===== config.mk =====
export PLATFORM = sky130hd
export DESIGN_NAME = eth_fcs_tx_ctrl_flat
export DESIGN_NICKNAME = d
export VERILOG_FILES = /design/src/rtl/eth_fcs_pkg.sv /design/src/rtl/eth_fcs_tx_ctrl_if.sv /design/src/rtl/crc32_byte_step.sv /design/src/rtl/eth_fcs_tx_ctrl.sv /design/src/flat_wrapper.sv
export SDC_FILE = /design/constraint.sdc
export NUM_CORES = 1
export LEC_CHECK = 0
export CAP_MARGIN = 20
export CORE_MARGIN = 2
export CORE_UTILIZATION = 50
export DETAILED_ROUTE_END_ITERATION = 10
export PLACE_DENSITY = 0.74
export SYNTH_ARGS = -nofsm -noshare
export SYNTH_HDL_FRONTEND = slang
export SYNTH_SLANG_ARGS = --single-unit

===== constraint.sdc =====
create_clock -name clk -period 2.44 [get_ports clk]
set_input_delay 0.732 -clock clk [delete_from_list [all_inputs] [get_ports clk]]
set_output_delay 0.732 -clock clk [all_outputs]
set_load 0.02 [all_outputs]

===== src/rtl/eth_fcs_pkg.sv =====
// Shared types and helpers for the Ethernet FCS transmit path.
// CRC-32 constants plus bit-order reversal functions.
package eth_fcs_pkg;

    typedef enum logic [1:0] {
        IDLE,
        DATA,
        PAD,
        FCS
    } state_e;

    localparam logic [31:0] CRC32_INIT    = 32'hFFFFFFFF;
    localparam logic [31:0] CRC32_RESIDUE = 32'hC704DD7B;
    localparam logic [31:0] CRC32_POLY    = 32'h04C11DB7;

    function automatic logic [7:0] rev8(input logic [7:0] v);
        logic [7:0] r;
        for (int i = 0; i < 8; i++) begin
            r[i] = v[7-i];
        end
        return r;
    endfunction

    function automatic logic [31:0] rev32(input logic [31:0] v);
        logic [31:0] r;
        for (int i = 0; i < 32; i++) begin
            r[i] = v[31-i];
        end
        return r;
    endfunction

endpackage


===== src/rtl/eth_fcs_tx_ctrl_if.sv =====
// Byte stream bundle around the FCS transmit sequencer.
// slave = sequencer view, master = producer/consumer view.
interface eth_fcs_tx_ctrl_if #(
    parameter int CNT_W = 11
);
    logic             s_valid;
    logic [7:0]       s_data;
    logic             s_last;
    logic             s_ready;
    logic             fcs_bypass;
    logic             m_valid;
    logic [7:0]       m_data;
    logic             m_last;
    logic             m_ready;
    logic             frame_done;
    logic [CNT_W-1:0] byte_cnt;

    modport slave (
        input  s_valid, s_data, s_last, fcs_bypass, m_ready,
        output s_ready, m_valid, m_data, m_last, frame_done, byte_cnt
    );

    modport master (
        output s_valid, s_data, s_last, fcs_bypass, m_ready,
        input  s_ready, m_valid, m_data, m_last, frame_done, byte_cnt
    );
endinterface


===== src/rtl/crc32_byte_step.sv =====
// One-byte step of the IEEE 802.3 CRC-32 LFSR (MSB-first engine).
// Bytes arrive LSB-first on the wire, so they are reversed in.
module crc32_byte_step
    import eth_fcs_pkg::*;
(
    input  logic [31:0] crc_i,
    input  logic [7:0]  data_i,
    output logic [31:0] crc_o
);
    logic [7:0]  d;
    logic [31:0] c;

    // Shift eight wire-order bits through the polynomial divider
    always_comb begin
        d = rev8(data_i);
        c = crc_i;
        for (int i = 7; i >= 0; i--) begin
            if (c[31] ^ d[i]) begin
                c = {c[30:0], 1'b0} ^ CRC32_POLY;
            end else begin
                c = {c[30:0], 1'b0};
            end
        end
        crc_o = c;
    end
endmodule


===== src/rtl/eth_fcs_tx_ctrl.sv =====
// Transmit frame sequencer: forwards bytes, optionally pads, appends FCS.
// ETH_FCS_PAD_EN enables zero-padding of short frames to MIN_LEN.
module eth_fcs_tx_ctrl
    import eth_fcs_pkg::*;
#(
    parameter int MIN_LEN = 60,
    parameter int CNT_W   = 11
) (
    input logic              clk,
    input logic              rst_n,
    eth_fcs_tx_ctrl_if.slave bus
);
`ifdef ETH_FCS_PAD_EN
    localparam bit PAD_EN = 1'b1;
`else
    localparam bit PAD_EN = 1'b0;
`endif
    localparam logic [CNT_W-1:0] MIN_C   = CNT_W'(MIN_LEN);
    localparam logic [CNT_W-1:0] CNT_MAX = '1;

    state_e           state_q, state_d;
    logic [31:0]      crc_q, crc_d, crc_in, crc_nxt, fcs;
    logic [CNT_W-1:0] len_q, len_d, len_nxt;
    logic [CNT_W-1:0] cnt_q, cnt_d, cnt_base;
    logic [1:0]       idx_q, idx_d;
    logic             byp_q, byp_d, byp_eff;
    logic             mv_q, mv_d, ml_q, ml_d;
    logic             done_q, done_d, run_q;
    logic [7:0]       md_q, md_d, step_byte;
    logic             ld, in_open, acc, xfer;

    assign ld        = !mv_q || bus.m_ready;
    assign in_open   = (state_q == IDLE) || (state_q == DATA);
    assign bus.s_ready = run_q && ld && in_open;
    assign acc       = bus.s_valid && bus.s_ready;
    assign xfer      = mv_q && bus.m_ready;
    assign crc_in    = (state_q == IDLE) ? CRC32_INIT : crc_q;
    assign step_byte = (state_q == PAD) ? 8'h00 : bus.s_data;
    assign fcs       = ~rev32(crc_q);
    assign byp_eff   = (state_q == IDLE) ? bus.fcs_bypass : byp_q;
    assign len_nxt   = (state_q == IDLE) ? CNT_W'(1) :
                       (len_q == CNT_MAX) ? len_q : len_q + 1'b1;

    crc32_byte_step u_crc (
        .crc_i  (crc_in),
        .data_i (step_byte),
        .crc_o  (crc_nxt)
    );

    // Sequencer: decide what the output register loads on each ld slot
    always_comb begin
        state_d = state_q;
        crc_d   = crc_q;
        len_d   = len_q;
        idx_d   = idx_q;
        byp_d   = byp_q;
        mv_d    = ld ? 1'b0 : mv_q;
        md_d    = md_q;
        ml_d    = ld ? 1'b0 : ml_q;
        case (state_q)
            IDLE, DATA: begin
                if (acc) begin
                    byp_d = byp_eff;
                    crc_d = crc_nxt;
                    len_d = len_nxt;
                    idx_d = 2'd0;
                    mv_d  = 1'b1;
                    md_d  = bus.s_data;
                    ml_d  = bus.s_last && byp_eff;
                    if (!bus.s_last) begin
                        state_d = DATA;
                    end else if (byp_eff) begin
                        state_d = IDLE;
                    end else if (PAD_EN && (len_nxt < MIN_C)) begin
                        state_d = PAD;
                    end else begin
                        state_d = FCS;
                    end
                end
            end
`ifdef ETH_FCS_PAD_EN
            PAD: begin
                if (ld) begin
                    crc_d = crc_nxt;
                    len_d = len_nxt;
                    mv_d  = 1'b1;
                    md_d  = 8'h00;
                    if (len_nxt >= MIN_C) begin
                        state_d = FCS;
                    end
                end
            end
`endif
            FCS: begin
                if (ld) begin
                    mv_d  = 1'b1;
                    md_d  = fcs[{idx_q, 3'b000} +: 8];
                    idx_d = idx_q + 2'd1;
                    if (idx_q == 2'd3) begin
                        ml_d    = 1'b1;
                        state_d = IDLE;
                    end
                end
            end
            default: state_d = IDLE;
        endcase
    end

    // Count bytes taken downstream; restart once frame_done has shown
    always_comb begin
        cnt_base = done_q ? '0 : cnt_q;
        cnt_d    = cnt_base;
        if (xfer && (cnt_base != CNT_MAX)) begin
            cnt_d = cnt_base + 1'b1;
        end
        done_d = xfer && ml_q;
    end

    // State, CRC and output registers
    always_ff @(posedge clk or negedge rst_n) begin
        if (!rst_n) begin
            state_q <= IDLE;
            crc_q   <= CRC32_INIT;
            len_q   <= '0;
            cnt_q   <= '0;
            idx_q   <= 2'd0;
            byp_q   <= 1'b0;
            mv_q    <= 1'b0;
            md_q    <= 8'h00;
            ml_q    <= 1'b0;
            done_q  <= 1'b0;
            run_q   <= 1'b0;
        end else begin
            state_q <= state_d;
            crc_q   <= crc_d;
            len_q   <= len_d;
            cnt_q   <= cnt_d;
            idx_q   <= idx_d;
            byp_q   <= byp_d;
            mv_q    <= mv_d;
            md_q    <= md_d;
            ml_q    <= ml_d;
            done_q  <= done_d;
            run_q   <= 1'b1;
        end
    end

    assign bus.m_valid    = mv_q;
    assign bus.m_data     = md_q;
    assign bus.m_last     = ml_q;
    assign bus.frame_done = done_q;
    assign bus.byte_cnt   = cnt_q;
endmodule


===== src/flat_wrapper.sv =====
// flat-port wrapper written by rule: the top's interface ports become plain ports
module eth_fcs_tx_ctrl_flat import eth_fcs_pkg::*;
#(
    parameter int MIN_LEN = 60,
    parameter int CNT_W   = 11
)
  (clk, rst_n, bus_s_valid, bus_s_data, bus_s_last, bus_fcs_bypass, bus_m_ready, bus_s_ready, bus_m_valid, bus_m_data, bus_m_last, bus_frame_done, bus_byte_cnt);
  eth_fcs_tx_ctrl_if #(.CNT_W(CNT_W)) bus_i ();
  input logic clk;
  input logic rst_n;
  input wire logic [$bits(bus_i.s_valid)-1:0] bus_s_valid;
  input wire logic [$bits(bus_i.s_data)-1:0] bus_s_data;
  input wire logic [$bits(bus_i.s_last)-1:0] bus_s_last;
  input wire logic [$bits(bus_i.fcs_bypass)-1:0] bus_fcs_bypass;
  input wire logic [$bits(bus_i.m_ready)-1:0] bus_m_ready;
  output wire logic [$bits(bus_i.s_ready)-1:0] bus_s_ready;
  output wire logic [$bits(bus_i.m_valid)-1:0] bus_m_valid;
  output wire logic [$bits(bus_i.m_data)-1:0] bus_m_data;
  output wire logic [$bits(bus_i.m_last)-1:0] bus_m_last;
  output wire logic [$bits(bus_i.frame_done)-1:0] bus_frame_done;
  output wire logic [$bits(bus_i.byte_cnt)-1:0] bus_byte_cnt;
  assign bus_i.s_valid = bus_s_valid;
  assign bus_i.s_data = bus_s_data;
  assign bus_i.s_last = bus_s_last;
  assign bus_i.fcs_bypass = bus_fcs_bypass;
  assign bus_i.m_ready = bus_m_ready;
  assign bus_s_ready = bus_i.s_ready;
  assign bus_m_valid = bus_i.m_valid;
  assign bus_m_data = bus_i.m_data;
  assign bus_m_last = bus_i.m_last;
  assign bus_frame_done = bus_i.frame_done;
  assign bus_byte_cnt = bus_i.byte_cnt;
  eth_fcs_tx_ctrl #(.MIN_LEN(MIN_LEN), .CNT_W(CNT_W)) u_core (.clk(clk), .rst_n(rst_n), .bus(bus_i));
endmodule

# Yosys cells after proc, flatten, opt, wreduce, memory -nomap -nowiden
# Cells that the tools add are included.
[totals]
reg_bits = 60
input_bits = 14
out_inout_bits = 23
[op_classes]
addsub = 2
eq_ne = 8
n_shift = 1
muxes = 34
bitwise = 17
n_reduce_logical = 16
[ops]
columns = ["operator", "n"]
rows = [
  ["$mux 27", 8],
  ["$not 14->14", 8],
  ["$mux 32", 1],
  ["$not 32->32", 1],
  ["$shiftx 32x6->8", 1],
  ["$mux 8", 3],
  ["$mux 11", 2],
  ["$pmux 8 s2", 1],
  ["$mux 2", 7],
  ["$add 11x1->11 const B", 1],
  ["$ne 11x11->1 const B", 1],
  ["$mux 1", 8],
  ["$pmux 2 s2", 2],
  ["$xor 1x1->1", 8],
  ["$logic_and 1x1->1", 7],
  ["$eq 2x2->1 const B", 3],
  ["$ne 2x1->1 const B", 3],
  ["$reduce_and 3->1", 2],
  ["$pmux 1 s2", 2],
  ["$add 2x1->2 const B", 1],
  ["$eq 2x1->1 const B", 1],
  ["$logic_not 2->1", 1],
  ["$logic_or 1x1->1", 2],
  ["$reduce_and 2->1", 1],
  ["other kinds (3)", 3],
]

# Logic depth before layout (Yosys ltp)
[logic_depth]
word_depth = 18
mapped_depth = 9
mapped_depth_nobuf = 8

# Hierarchy
# From an unflattened synthesis, not the netlist that was laid out.
[unflattened]
cells_unflattened = 402
area_unflattened_um2 = 4091.4
[by_module_without_submodules]
columns = ["mod", "instances", "cells_per_inst", "area_per_inst_um2"]
rows = [
  ["eth_fcs_tx_ctrl", 1, 339, 3101.7],
  ["crc32_byte_step", 1, 63, 989.7],
]

# Worst setup path after synthesis
# No wires, ideal clock.
[synth_timing]
path_kind = "in2reg"
startpoint = "input port bus_s_data[0]"
endpoint = "register u_core.crc_q[9]"
t_arrival_ns = 2.517
required_ns = 2.358
setup_slack_ns = -0.159
path_stages = 8
path_buffers = 2
cell_sequence = "buf_2 -> xor2_1 -> and3_1 -> a211o_1 -> buf_2 -> xnor2_4 -> xnor3_1 -> mux2_2"
[synth_via]
elab_chain_len = 14
[synth_lines]
columns = ["element", "line_no", "text"]
rows = [
  ["start, declared", "flat_wrapper.sv:12", "input wire logic [$bits(bus_i.s_data)-1:0] bus_s_data;"],
  ["$mux 8 (*)", "eth_fcs_tx_ctrl.sv:38", "assign step_byte = (state_q == PAD) ? 8'h00 : bus.s_data;"],
  ["$xor 1x1->1 (*)", "crc32_byte_step.sv:18", "if (c[31] ^ d[i]) begin"],
  ["$mux 27 (*)", "crc32_byte_step.sv:18", ""],
  ["$mux 27", "crc32_byte_step.sv:18", ""],
  ["$not 14->14 (no source line)", "--", ""],
  ["$mux 27", "crc32_byte_step.sv:18", ""],
  ["$not 14->14 (no source line)", "--", ""],
  ["$mux 27 (2 in a row)", "crc32_byte_step.sv:18", ""],
  ["$not 14->14 (no source line)", "--", ""],
  ["$mux 27", "crc32_byte_step.sv:18", ""],
  ["$not 14->14 (no source line)", "--", ""],
  ["$mux 27 (*) (2 in a row)", "crc32_byte_step.sv:18", ""],
  ["end signal, assigned", "eth_fcs_tx_ctrl.sv:135", "crc_q <= crc_d;"],
  ["end, declared", "eth_fcs_tx_ctrl.sv:22", "logic [31:0] crc_q, crc_d, crc_in, crc_nxt, fcs;"],
]
# Every way passes the cells marked *; elsewhere a longest branch is shown, timed or not.
# A chain may end at the register's enable or synchronous reset.

# Worst setup path in the final report
[layout_timing]
startpoint = "input port bus_s_data[0]"
endpoint = "register u_core.crc_q[11]"
[layout_via]
elab_chain_len = 15
[layout_lines]
columns = ["element", "line_no"]
rows = [
  ["$mux 8 (*)", "eth_fcs_tx_ctrl.sv:38"],
  ["$xor 1x1->1 (*)", "crc32_byte_step.sv:18"],
  ["$mux 27 (*)", "crc32_byte_step.sv:18"],
  ["$not 14->14 (no source line)", "--"],
  ["$mux 27 (2 in a row)", "crc32_byte_step.sv:18"],
  ["$not 14->14 (no source line)", "--"],
  ["$mux 27", "crc32_byte_step.sv:18"],
  ["$not 14->14 (no source line)", "--"],
  ["$mux 27 (2 in a row)", "crc32_byte_step.sv:18"],
  ["$not 14->14 (no source line)", "--"],
  ["$mux 27 (*)", "crc32_byte_step.sv:18"],
  ["$not 14->14 (no source line)", "--"],
  ["$mux 27 (*)", "crc32_byte_step.sv:18"],
]
# Marked as above.

==> impl_metrics.toml <==
[outcome]
status = "complete, no violations"

[synth]
async_flop_share = 1.00
synth_fp_nets = 436
synth-edff-count = 0
netlist_area_sq_um = 3980
synth_seq_area_share = 0.388
ys_types = 49
synth_ff_type = "dfstp_2"
ys.warnings.count = 0
synth-seq-cells = 60
syn_avg_cell_area_sq_um = 9.47
syn_inst = 420

[floorplan]
die_y_um = 93.2
die_width_um = 93.2
coreArea_sq_um = 7730
die_area_sq_um = 8680
pin_count = 37
rows = 32
start_util = 0.515

[layout]
register_area_sq_um = 1540
drive_gt1_frac = 0.269
layout_common_cells = "nand2_1 (59), buf_4 (46), nor2_1 (42), o21ai_1 (40), xnor2_1 (34)"
post-route-util = 0.658
nets = 509
design_area_sq_um = 5080
layout_commonest_cell = "nand2_1"
n_fill_cell = 609
syn_to_final_growth_pct = 27.8
multi_input_area_sq_um = 2380
diodes = 0
fin_cells = 600

[clocking]
clk_latency_ps = 350
cts_tree = "yes"
clock_tree.buffer_depth = 2
cts_sinks = 60
root_buffer = "clkbuf_8"
htree_levels = 3
path_clk_slew_ps = 70
cts_buffers = 9

[sta]
fin_ws_ps = 85.1
fmax_mhz = 425
period_needed_ps = 2350
hold_viol = 0
maxSlewHeadroom = 0.567
worst_pin_slew_ps = 649
skew_ps = 5.33
setup_viol_count_final = 0
finalCritPeriodShare = 0.965
maxSlewViolCount = 0
rsz0062_at_grt = "false"

[worst_setup_path]
r2r_setup_slack_ps = 200
crit_path_top_delay_cell = "xor3_2"
crit_required_ps = 2720
slowest_delay_ps = 460
startpoint_type = "input port"
end_kind = "flop"
critPathKind = "in2reg"
cp_max_fo = 4
worstPathCellList = "dlygate4sd2_1 > xor2_1 > and3_1 > a211o_2 > xor3_2 > xnor3_1 > o21ai_1"
arrival_ps = 2630

[place]
dp_hpwl_um = 6840
place_inst = 578
io_buffer_count = 36
dpl_cell_area_sq_um = 4750
dp_slack_ps = -534
gp_congestion = 0.855

[pwr]
p_leak_nw = 2.20
power-per-cell-area_nw_per_um2 = 1610
ir_worst_vdd_mv = 1.02

[global_routing]
first_global_vias = 3215
grt_pass1_wl_um = 16000
grt-ovfl-total = 0
grt.total_usage = 0.239
antenna_found_initial = 0
grt_max_degree = 61

[routing]
viasPerCell = 5.45
detail-route-antenna-nets = 0
post-route-drc-count = 0
wl_um = 9640
vias = 3272
drt_iter0_drc = 129
wl_per_cell_um = 16.1
dr.pass1.iters = 4

[run]
max-cap-violations = 0

[min_path]
hold_class = "in2async"
## layer usage
layer / part of all wire / up-vias / global-route usage
li1: - / 1577 / -
met1: 0.42 / 1575 / 0.313
met2: 0.51 / 103 / 0.390
met3: 0.059 / 17 / 0.0524
met4: 0.018 / 0 / 0.0882
met5: 0 / - / 0
## final cells by class
| cell class | instances | share of cell area |
|---|---|---|
| timing repair buffer | 87 | 0.157 |
| tap | 102 | 0.0251 |
| clock buffer | 9 | 0.0244 |
| multi-input combinational | 329 | 0.468 |
| clock inverter | 7 | 0.0180 |
| sequential | 60 | 0.303 |
| inverter | 6 | 0.00443 |
## path summary, 6_finish.rpt
path                                       start  cells after the start                      to
setup / recovery                   bus_s_data[0]                      7        u_core.crc_q[11]
hold / removal                             rst_n                      2    u_core.bus.m_data[5]
setup reg to reg           u_core.bus.frame_done                      8  u_core.bus.byte_cnt[5]
hold reg to reg                 u_core.crc_q[18]                      2        u_core.crc_q[18]
max in group asynchronous                  rst_n                      2         u_core.crc_q[5]
min in group clk                u_core.crc_q[18]                      2        u_core.crc_q[18]
## metrics by stage
step / setup TNS (ps) / hold slack, ps / total power (W)
5_1_grt: 0 / 417 / 0.00881
3_5_place_dp: -8000 / 465 / 0.00694
4_1_cts: 0 / 389 / 0.00804
3_3_place_gp: -6950 / 461 / 0.00678
2_1_floorplan: -25.4 / 436 / 0.00535
6_report: 0 / 371 / 0.00821
## flip-flops by register name, summed over array words and instances, names as in the netlist
register	count
u_core.crc_q	32
u_core.bus.byte_cnt	11
u_core.bus.m_data	8
u_core.idx_q	2
u_core.state_q	2
u_core.bus.frame_done	1
u_core.bus.m_last	1
u_core.bus.m_valid	1
u_core.byp_q	1
u_core.run_q	1
## timing repair
item | 4_1_cts | 5_1_grt
pin swaps | 4 | 4
hold buffers | 0 | 0
setup endpoints to repair | 10 | 14
setup buffers | 2 | 4
cloned | 0 | 0
endpoints found under the hold margin | 0 | 0
gates resized for setup | 14 | 10
## cell usage after synthesis (2+ instances only)
library cell,instances,area (sq um)
nand2_1,60,225
nor2_1,42,158
o21ai_1,40,200
xnor2_1,38,333
dfstp_2,32,841
xor2_1,29,254
dfrtp_1,28,701
a21oi_1,20,100
clkbuf_1,12,45.0
mux2i_1,10,100
nand2b_1,9,56.3
buf_2,8,40.0
nor2b_1,8,50.1
and3_1,7,43.8
mux4_2,7,158
inv_1,6,22.5
o221ai_1,6,52.6
buf_1,5,18.8
nand4_1,4,25.0
xnor3_1,4,90.1
a211o_1,3,26.3
and2_1,3,18.8
and3b_1,3,26.3
mux2_2,3,33.8
nand3_1,3,15.0
a211oi_1,2,15.0
ha_1,2,25.0
nand3b_1,2,15.0
o21ai_0,2,10.0
or3_1,2,12.5
xor2_2,2,32.5
## cells by family after synthesis
group                    Yosys count  synth area share
AO/OA/AOI/OAI                     82             0.129
XOR/XNOR                          75             0.192
adder cells (fa/ha/maj)            2           0.00629
buffers and inverters             31            0.0318
flip-flops                        60             0.388
multiplexers                      22            0.0834
other                              1          0.000943
AND/OR/NAND/NOR                  147             0.169
## critical path, delay by kind of cell
kind	cells	cell delay, ps
buffers and inverters	1	310
xor gates and xnor gates	3	870
and+or+nand+nor	1	190
AOI/OAI and AO/OA	2	530
## report_power, final
part	switching [W]	total [W]	internal, W	leakage (nW)
Sequential	0.000437	0.00203	0.00160	0.696
Clock	0.000426	0.000997	0.000571	0.109
Combinational	0.00242	0.00517	0.00275	1.40
Total	0.00328	0.00821	0.00492	2.20
No activity file was read; power rests on OpenSTA's default activity.
